===== src/rtl/hd44780_pkg.sv =====
// Shared state type, command masks, DDRAM constants and address-counter helpers
// for the HD44780 bus responder.
package hd44780_pkg;

   typedef enum logic [1:0] {
      S_IDLE  = 2'd0,
      S_CLEAR = 2'd1,
      S_BUSY  = 2'd2
   } state_e;

   localparam logic [7:0] SPACE_CHAR    = 8'h20;

   localparam logic [7:0] CMD_SET_DDRAM = 8'h80;
   localparam logic [7:0] CMD_SET_CGRAM = 8'h40;
   localparam logic [7:0] CMD_FUNC_SET  = 8'h20;
   localparam logic [7:0] CMD_SHIFT     = 8'h10;
   localparam logic [7:0] CMD_DISP_CTRL = 8'h08;
   localparam logic [7:0] CMD_ENTRY     = 8'h04;
   localparam logic [7:0] CMD_HOME      = 8'h02;
   localparam logic [7:0] CMD_CLEAR     = 8'h01;

   localparam logic [6:0] ROW0_BASE = 7'h00;
   localparam logic [6:0] ROW1_BASE = 7'h40;
   localparam logic [6:0] ROW0_LAST = 7'h27;
   localparam logic [6:0] ROW1_LAST = 7'h67;

   // Next AC on the two-line map; the rows chain into each other in both directions.
   function automatic logic [6:0] ac_step(input logic [6:0] ac, input logic inc);
      logic [6:0] nxt;
      if (inc) begin
         if (ac == ROW0_LAST)      nxt = ROW1_BASE;
         else if (ac == ROW1_LAST) nxt = ROW0_BASE;
         else                      nxt = ac + 7'd1;
      end else begin
         if (ac == ROW1_BASE)      nxt = ROW0_LAST;
         else if (ac == ROW0_BASE) nxt = ROW1_LAST;
         else                      nxt = ac - 7'd1;
      end
      return nxt;
   endfunction

   function automatic logic [6:0] ac_map(input logic [6:0] addr);
      logic [6:0] res;
      if (addr > ROW1_LAST)                           res = ROW0_BASE;
      else if ((addr > ROW0_LAST) && (addr < ROW1_BASE)) res = ROW1_BASE;
      else                                            res = addr;
      return res;
   endfunction

   // {visible, cell index}: 0x00-0x0F -> cells 0-15, 0x40-0x4F -> cells 16-31.
   function automatic logic [5:0] ac_cell(input logic [6:0] ac);
      logic vis;
      vis = (ac[6:4] == 3'b000) || (ac[6:4] == 3'b100);
      return {vis, ac[6], ac[3:0]};
   endfunction

endpackage


===== src/rtl/hd44780_responder_sync.sv =====
// Two-stage synchronizer for the asynchronous LCD bus (lcd_strobe_sync); all
// fields come from the same stage so they line up with the detected E fall.
module lcd_strobe_sync (
   input  logic       clk,
   input  logic       rst,
   input  logic       lcd_en,
   input  logic       lcd_rs,
   input  logic       lcd_rw,
   input  logic [7:0] lcd_data_in,
   output logic       strobe_fall,
   output logic       en_high,
   output logic       rs,
   output logic       rw,
   output logic [7:0] data
);
   logic [10:0] meta_q, meta_d, sync_q, sync_d;
   logic        en_prev_q, en_prev_d;

   always_comb begin
      meta_d    = {lcd_en, lcd_rs, lcd_rw, lcd_data_in};
      sync_d    = meta_q;
      en_prev_d = sync_q[10];
   end

   always_ff @(posedge clk) begin
      if (rst) begin
         meta_q    <= 11'd0;
         sync_q    <= 11'd0;
         en_prev_q <= 1'b0;
      end else begin
         meta_q    <= meta_d;
         sync_q    <= sync_d;
         en_prev_q <= en_prev_d;
      end
   end

   assign strobe_fall = en_prev_q & ~sync_q[10];
   assign en_high     = sync_q[10];
   assign rs          = sync_q[9];
   assign rw          = sync_q[8];
   assign data        = sync_q[7:0];

endmodule


===== src/rtl/hd44780_responder.sv =====
// HD44780 8-bit bus responder with a 2x16 DDRAM image and an overlay read port.
// Define HD44780_READ_EN to compile in the busy/address and DDRAM read path.
module hd44780_responder
   import hd44780_pkg::*;
#(
   parameter int BUSY_CYCLES  = 2000,
   parameter int CLEAR_CYCLES = 82000
) (
   input  logic       clk,
   input  logic       rst,
   input  logic       lcd_en,
   input  logic       lcd_rs,
   input  logic       lcd_rw,
   input  logic [7:0] lcd_data_in,
   output logic [7:0] lcd_data_out,
   output logic       lcd_data_oe,
   output logic       busy,
   output logic       display_on,
   output logic       cursor_on,
   output logic       blink_on,
   output logic [4:0] cursor_pos,
   output logic       overrun,
   input  logic [4:0] rd_addr,
   output logic [7:0] rd_char
);
   localparam int CNT_MAX = (BUSY_CYCLES > CLEAR_CYCLES) ? BUSY_CYCLES : CLEAR_CYCLES;
   localparam int CNT_W   = $clog2(CNT_MAX + 1);
   localparam logic [CNT_W-1:0] BUSY_LOAD  = CNT_W'(BUSY_CYCLES - 1);
   localparam logic [CNT_W-1:0] CLEAR_LOAD = CNT_W'(CLEAR_CYCLES - 33);
   // The 32 clearing cycles already cover a minimum-length clear.
   localparam state_e CLEAR_NEXT = (CLEAR_CYCLES > 32) ? S_BUSY : S_IDLE;

   logic       s_fall, s_en_high, s_rs, s_rw;
   logic [7:0] s_data;
   logic       wr_strobe;
   logic [5:0] acs, acn;

   state_e           state_q, state_d;
   logic [CNT_W-1:0] cnt_q, cnt_d;
   logic [4:0]       clr_idx_q, clr_idx_d;
   logic [6:0]       ac_q, ac_d;
   logic             id_q, id_d, cgram_q, cgram_d;
   logic             disp_q, disp_d, cur_q, cur_d, blink_q, blink_d;
   logic             overrun_q, overrun_d, busy_q, busy_d, oe_q, oe_d;
   logic [4:0]       cursor_pos_q, cursor_pos_d;
   logic [7:0]       rd_char_q, rd_char_d, data_out_q, data_out_d;
   logic [7:0]       ram_q [32];
   logic [7:0]       ram_d [32];

   lcd_strobe_sync u_sync (
      .clk         (clk),
      .rst         (rst),
      .lcd_en      (lcd_en),
      .lcd_rs      (lcd_rs),
      .lcd_rw      (lcd_rw),
      .lcd_data_in (lcd_data_in),
      .strobe_fall (s_fall),
      .en_high     (s_en_high),
      .rs          (s_rs),
      .rw          (s_rw),
      .data        (s_data)
   );

   always_comb begin
      state_d   = state_q;
      cnt_d     = cnt_q;
      clr_idx_d = clr_idx_q;
      ac_d      = ac_q;
      id_d      = id_q;
      cgram_d   = cgram_q;
      disp_d    = disp_q;
      cur_d     = cur_q;
      blink_d   = blink_q;
      ram_d     = ram_q;
      wr_strobe = s_fall & ~s_rw;
      acs       = ac_cell(ac_q);

      case (state_q)
         S_IDLE: begin
            if (wr_strobe) begin
               state_d = S_BUSY;
               cnt_d   = BUSY_LOAD;
               if (s_rs) begin
                  if (acs[5] && !cgram_q) ram_d[acs[4:0]] = s_data;
                  else                    ram_d = ram_q;
                  ac_d = ac_step(ac_q, id_q);
               end else if ((s_data & CMD_SET_DDRAM) != 8'h00) begin
                  ac_d    = ac_map(s_data[6:0]);
                  cgram_d = 1'b0;
               end else if ((s_data & CMD_SET_CGRAM) != 8'h00) begin
                  cgram_d = 1'b1;
               end else if ((s_data & CMD_FUNC_SET) != 8'h00) begin
                  cgram_d = cgram_q;
               end else if ((s_data & CMD_SHIFT) != 8'h00) begin
                  if (!s_data[3]) ac_d = ac_step(ac_q, s_data[2]);
                  else            ac_d = ac_q;
               end else if ((s_data & CMD_DISP_CTRL) != 8'h00) begin
                  {disp_d, cur_d, blink_d} = s_data[2:0];
               end else if ((s_data & CMD_ENTRY) != 8'h00) begin
                  id_d = s_data[1];
               end else if ((s_data & CMD_HOME) != 8'h00) begin
                  ac_d = ROW0_BASE;
               end else if ((s_data & CMD_CLEAR) != 8'h00) begin
                  ac_d      = ROW0_BASE;
                  id_d      = 1'b1;
                  clr_idx_d = 5'd0;
                  state_d   = S_CLEAR;
               end else begin
                  state_d = S_BUSY;
               end
            end else begin
               state_d = S_IDLE;
            end
         end
         S_CLEAR: begin
            ram_d[clr_idx_q] = SPACE_CHAR;
            clr_idx_d        = clr_idx_q + 5'd1;
            if (clr_idx_q == 5'd31) begin
               state_d = CLEAR_NEXT;
               cnt_d   = CLEAR_LOAD;
            end else begin
               state_d = S_CLEAR;
            end
         end
         S_BUSY: begin
            if (cnt_q == {CNT_W{1'b0}}) state_d = S_IDLE;
            else                        cnt_d = cnt_q - CNT_W'(1);
         end
         default: state_d = S_IDLE;
      endcase

      if (wr_strobe && (state_q != S_IDLE)) overrun_d = 1'b1;
      else                                  overrun_d = overrun_q;

`ifdef HD44780_READ_EN
      // Reads bypass the busy gate; a data read advances AC like a write.
      ac_d = (s_fall && s_rw && s_rs) ? ac_step(ac_q, id_q) : ac_d;
      oe_d = s_en_high & s_rw;
      if (!oe_d)     data_out_d = 8'h00;
      else if (s_rs) data_out_d = acs[5] ? ram_q[acs[4:0]] : SPACE_CHAR;
      else           data_out_d = {busy_q, ac_q};
`else
      oe_d       = s_en_high & s_rw & 1'b0;
      data_out_d = 8'h00;
`endif

      busy_d       = (state_d != S_IDLE);
      acn          = ac_cell(ac_d);
      cursor_pos_d = acn[5] ? acn[4:0] : 5'd31;
      rd_char_d    = ram_q[rd_addr];
   end

   always_ff @(posedge clk) begin
      if (rst) begin
         state_q      <= S_IDLE;
         cnt_q        <= {CNT_W{1'b0}};
         clr_idx_q    <= 5'd0;
         ac_q         <= ROW0_BASE;
         id_q         <= 1'b1;
         cgram_q      <= 1'b0;
         disp_q       <= 1'b0;
         cur_q        <= 1'b0;
         blink_q      <= 1'b0;
         overrun_q    <= 1'b0;
         busy_q       <= 1'b0;
         oe_q         <= 1'b0;
         cursor_pos_q <= 5'd0;
         rd_char_q    <= 8'h00;
         data_out_q   <= 8'h00;
         for (int i = 0; i < 32; i++) ram_q[i] <= SPACE_CHAR;
      end else begin
         state_q      <= state_d;
         cnt_q        <= cnt_d;
         clr_idx_q    <= clr_idx_d;
         ac_q         <= ac_d;
         id_q         <= id_d;
         cgram_q      <= cgram_d;
         disp_q       <= disp_d;
         cur_q        <= cur_d;
         blink_q      <= blink_d;
         overrun_q    <= overrun_d;
         busy_q       <= busy_d;
         oe_q         <= oe_d;
         cursor_pos_q <= cursor_pos_d;
         rd_char_q    <= rd_char_d;
         data_out_q   <= data_out_d;
         ram_q        <= ram_d;
      end
   end

   assign lcd_data_out = data_out_q;
   assign lcd_data_oe  = oe_q;
   assign busy         = busy_q;
   assign display_on   = disp_q;
   assign cursor_on    = cur_q;
   assign blink_on     = blink_q;
   assign cursor_pos   = cursor_pos_q;
   assign overrun      = overrun_q;
   assign rd_char      = rd_char_q;

endmodule


===== config.mk =====
export PLATFORM = sky130hd
export DESIGN_NAME = hd44780_responder
export DESIGN_NICKNAME = d
export VERILOG_FILES = /design/src/rtl/hd44780_pkg.sv /design/src/rtl/hd44780_responder_sync.sv /design/src/rtl/hd44780_responder.sv
export SDC_FILE = /design/constraint.sdc
export NUM_CORES = 1
export LEC_CHECK = 0
export ABC_AREA = 1
export BUFFER_PORTS_ARGS = -buffer_cell sky130_fd_sc_hd__buf_2
export CELL_PAD_IN_SITES_DETAIL_PLACEMENT = 1
export CELL_PAD_IN_SITES_GLOBAL_PLACEMENT = 1
export CORE_ASPECT_RATIO = 0.75
export CORE_UTILIZATION = 46
export DETAILED_ROUTE_END_ITERATION = 12
export HOLD_SLACK_MARGIN = 0.06
export PLACE_DENSITY = 0.92
export SLEW_MARGIN = 30
export SYNTH_ARGS = -nofsm -noshare
export SYNTH_HDL_FRONTEND = slang
export SYNTH_HIERARCHICAL = 1
export SYNTH_SLANG_ARGS = --single-unit

===== constraint.sdc =====
create_clock -name clk -period 2.45 [get_ports clk]
set_input_delay 0 -clock clk [delete_from_list [all_inputs] [get_ports clk]]
set_output_delay 0 -clock clk [all_outputs]
set_load 0.01 [all_outputs]

==> flow_summary_export.csv <==
group,metric,value,unit
grt,grt_antenna_before_repair,0,
critical_path,setup.worst_path.start_class,"register",
clocking,cts_buffers,35,
placement,hpwl,39.7,mm
detailed_routing,route.vias.total,17696,
critical_path,critPathRequiredTime,2920,ps
yosys,yosys-mux-area-fraction,0,
floorplanning,coreArea,0.0347,mm²
sta,max_freq,391,MHz
sta,min_period,2560,ps
yosys,yosysSeqAreaShare,0.408,
clocking,cts_max_level,2,
yosys,combinational_family_with_the_most_area_after_synthesis,"simple AND/OR/NAND/NOR gates",
grt,residual_overflow_from_global_routing,0,
detailed_routing,postRouteAntennaNets,0,
detailed_routing,drt_wl_total,64.9,mm
sta,worst_slew_margin_rel,0.332,
clocking,clk_path_buf_depth,3,
pwr,cellPowerDensity,664,mW/mm²
floorplanning,die_area,0.0360,mm²
final_layout,instances_no_fill,2838,
pwr,power,12.2,mW
sta,clock-skew-final,23.1,ps
critical_path,worst-endpoint-arrival,3020,ps
grt,grt_start_max_net_pins,140,
run_status,run_status,"complete, but fails checks",
clocking,cts_tree,"built",
critical_path,timing.critical_path.fanout_max,12,
detailed_routing,drt_pre_antenna_iters,5,
floorplanning,start_util,0.467,
yosys,yosys.area_share.xor_xnor,0.00324,
sta,actual_transition_at_the_worst_max_transition_pin,1000,ps
final_layout,area_delta_synth_final,13.1,%
yosys,ys_seq_elements,330,
detailed_routing,drc,0,
clocking,clkSlewWorstSetupHoldPaths,70,ps
yosys,synth-main-ff-cell,"sky130_fd_sc_hd__dfxtp_1",
yosys,synth-adder-area-share,0.0116,
floorplanning,die_height,165,µm
clocking,cts.sink_count,330,
yosys,mappedNetlistArea,0.0162,mm²
sta,finalWorstSetupSlack,-109,ps
sta,final-max-slew-violation-count,0,
pwr,max-vdd-ir-drop,481,µV
placement,placed_cells,2756,
floorplanning,core.rowCount,59,
final_layout,nets,2390,
clocking,clock-root-buffer,"sky130_fd_sc_hd__clkbuf_16",
yosys,synth.yosys.warnings,6,
job,cap_viol_max_count,0,
placement,routabilityCongestion,0.894,
sta,timing.final.hold_violations,0,
clocking,worst_skew_pair.late_latency,560,ps
yosys,yosysUniqueCellTypes,54,
critical_path,timing.critical_path.to_type,"register",
detailed_routing,via_per_inst,6.24,
final_layout,final_common_cell,"sky130_fd_sc_hd__nand2_1",
yosys,post_synth.cell_area_avg,6.92,µm²
detailed_routing,drtIter0Drc,2252,
final_layout,layout_common_cells,"sky130_fd_sc_hd__nand2_1, sky130_fd_sc_hd__dfxtp_1, sky130_fd_sc_hd__a21oi_1",
grt,grt_use_total,0.352,
placement,placement.io_buffers,35,
floorplanning,die_width,219,µm
final_layout,diodes,0,
floorplanning,top_level_ports,45,
yosys,asyncSetResetFlopFracSynth,0,
grt,grt_pass1_vias,18169,
critical_path,reg2reg_slack,-110,ps
critical_path,timing.reg2reg.worst_path_depth,10,
run_status,violations,"setup timing",
critical_path,cp-endpoint,"cursor_on$_SDFFE_PP0P_",
final_layout,nFillCells,4442,
worst_hold_path,hold_path_class,"in2reg",
yosys,synthSimpleGateAreaFrac,0.275,
sta,final.period_utilization,1.04,
yosys,synth-edff-count,0,
yosys,synth-compound-area-share,0.226,
yosys,post_syn_instances,2341,
placement,dpl_worst_slack,79.7,ps
pwr,p_leak,6.89,nW
critical_path,worstReg2RegStart,"state_q[1]$_SDFF_PP0_",
final_layout,drive_gt1_frac,0.108,
sta,setup_tns,-207,ps
sta,finalSetupViolations,4,
detailed_routing,detail_route.wl_per_cell,22.9,µm
critical_path,cp-startpoint,"state_q[1]$_SDFF_PP0_",
critical_path,worst_r2r_endpoint,"cursor_on$_SDFFE_PP0P_",
grt,grt_pass1_wl,99.7,mm
critical_path,critical_path_class,"reg2reg",
-- kinds of logic after synthesis --
kind of cell	Yosys count
AOI/OAI and AO/OA	639
xor gates and xnor gates	6
adders and majority gates	15
buffers and inverters	293
DFF	330
other	1
and+or+nand+nor	1057
-- stage by stage --
step	util	hold slack [ps]	area, µm²
finish	0.528	216	18300
global route	0.528	230	18300
CTS	0.525	182	18200
detailed placement	0.487	212	16900
global placement	0.487	199	16900
floorplan	-	71.2	16200
-- flip-flops by register name, summed over array words and instances (netlist names), 5 cells and up --
register,count
cursor_pos,5
u_sync/meta_q,11
u_sync/sync_q,11
cnt_q,17
ac_q,7
clr_idx_q,5
ram_q,256
rd_char,8
-- cell type report --
cell class	instances	area [µm²]	area share
inverter	138	522	0.0285
tap	457	572	0.0312
multi-input combinational	1726	8440	0.461
sequential	330	6610	0.361
clock inverter	8	104	0.00567
timing repair buffer	126	1000	0.0548
clock buffer	53	1070	0.0582
-- metal layers --
metal | global-route usage | part of all wire | vias up
met2 | 0.562 | 0.45 | 1008
met5 | 0 | 0 | -
met3 | 0.0713 | 0.094 | 262
li1 | - | - | 7766
met1 | 0.451 | 0.41 | 8660
met4 | 0.177 | 0.047 | 0
-- synth_stat cells (all sizes together) (2+ instances only) --
library cell / instances / share of area
xor2: 4 / 0.0022
nor3: 26 / 0.0080
o211ai: 29 / 0.017
a31oi: 5 / 0.0019
xnor2: 2 / 0.0011
a21boi: 2 / 0.00093
a21oi: 286 / 0.089
nand4: 7 / 0.0031
clkbuf: 106 / 0.025
buf: 49 / 0.020
o21a: 2 / 0.00093
a22oi: 25 / 0.012
o21bai: 3 / 0.0014
a22o: 4 / 0.0022
nand2: 632 / 0.15
o22ai: 13 / 0.0050
nor2: 289 / 0.080
clkinv: 2 / 0.00046
nand3b: 3 / 0.0016
ha: 15 / 0.012
nor4: 3 / 0.0012
nor2b: 2 / 0.00077
dfxtp: 330 / 0.41
inv: 136 / 0.032
nand3: 73 / 0.023
a211oi: 13 / 0.0063
o221ai: 40 / 0.022
o21ai: 214 / 0.066
or2: 19 / 0.0073
-- worst min path at each step --
stage	slack, ps	depth (start not counted)	from	to
final	220	4	lcd_data_in[2]	u_sync/meta_q[2]$_SDFF_PP0_
after global routing	230	4	lcd_data_in[5]	u_sync/meta_q[5]$_SDFF_PP0_
after detailed placement	210	3	lcd_data_in[0]	u_sync/meta_q[0]$_SDFF_PP0_
after CTS	180	4	lcd_data_in[0]	u_sync/meta_q[0]$_SDFF_PP0_
after floorplan	70	1	rst	u_sync/meta_q[7]$_SDFF_PP0_
after global placement	200	3	lcd_data_in[2]	u_sync/meta_q[2]$_SDFF_PP0_
-- timing repair --
action	in CTS	in global routing
hold buffers	14	0
buffers inserted	0	7
endpoints found under the setup margin	0	95
gates resized for setup	0	14
endpoints found under the hold margin	21	0
-- critical path, stage by stage (launching register included) --
cell,delay [ps]
sky130_fd_sc_hd__dfxtp_1,350
sky130_fd_sc_hd__inv_1,160
sky130_fd_sc_hd__ha_2,290
sky130_fd_sc_hd__inv_2,80
sky130_fd_sc_hd__nor2_8,110
sky130_fd_sc_hd__buf_4,190
sky130_fd_sc_hd__inv_1,270
sky130_fd_sc_hd__nor4_1,490
sky130_fd_sc_hd__buf_4,240
sky130_fd_sc_hd__o21ai_0,90
sky130_fd_sc_hd__a21oi_1,200
-- power by group --
part	leakage (nW)	internal [mW]	switching, mW
Clock	0.574	3.23	2.39
Sequential	2.67	5.41	0.0412
Combinational	3.65	0.289	0.810
(Power assumes the default switching activity.)
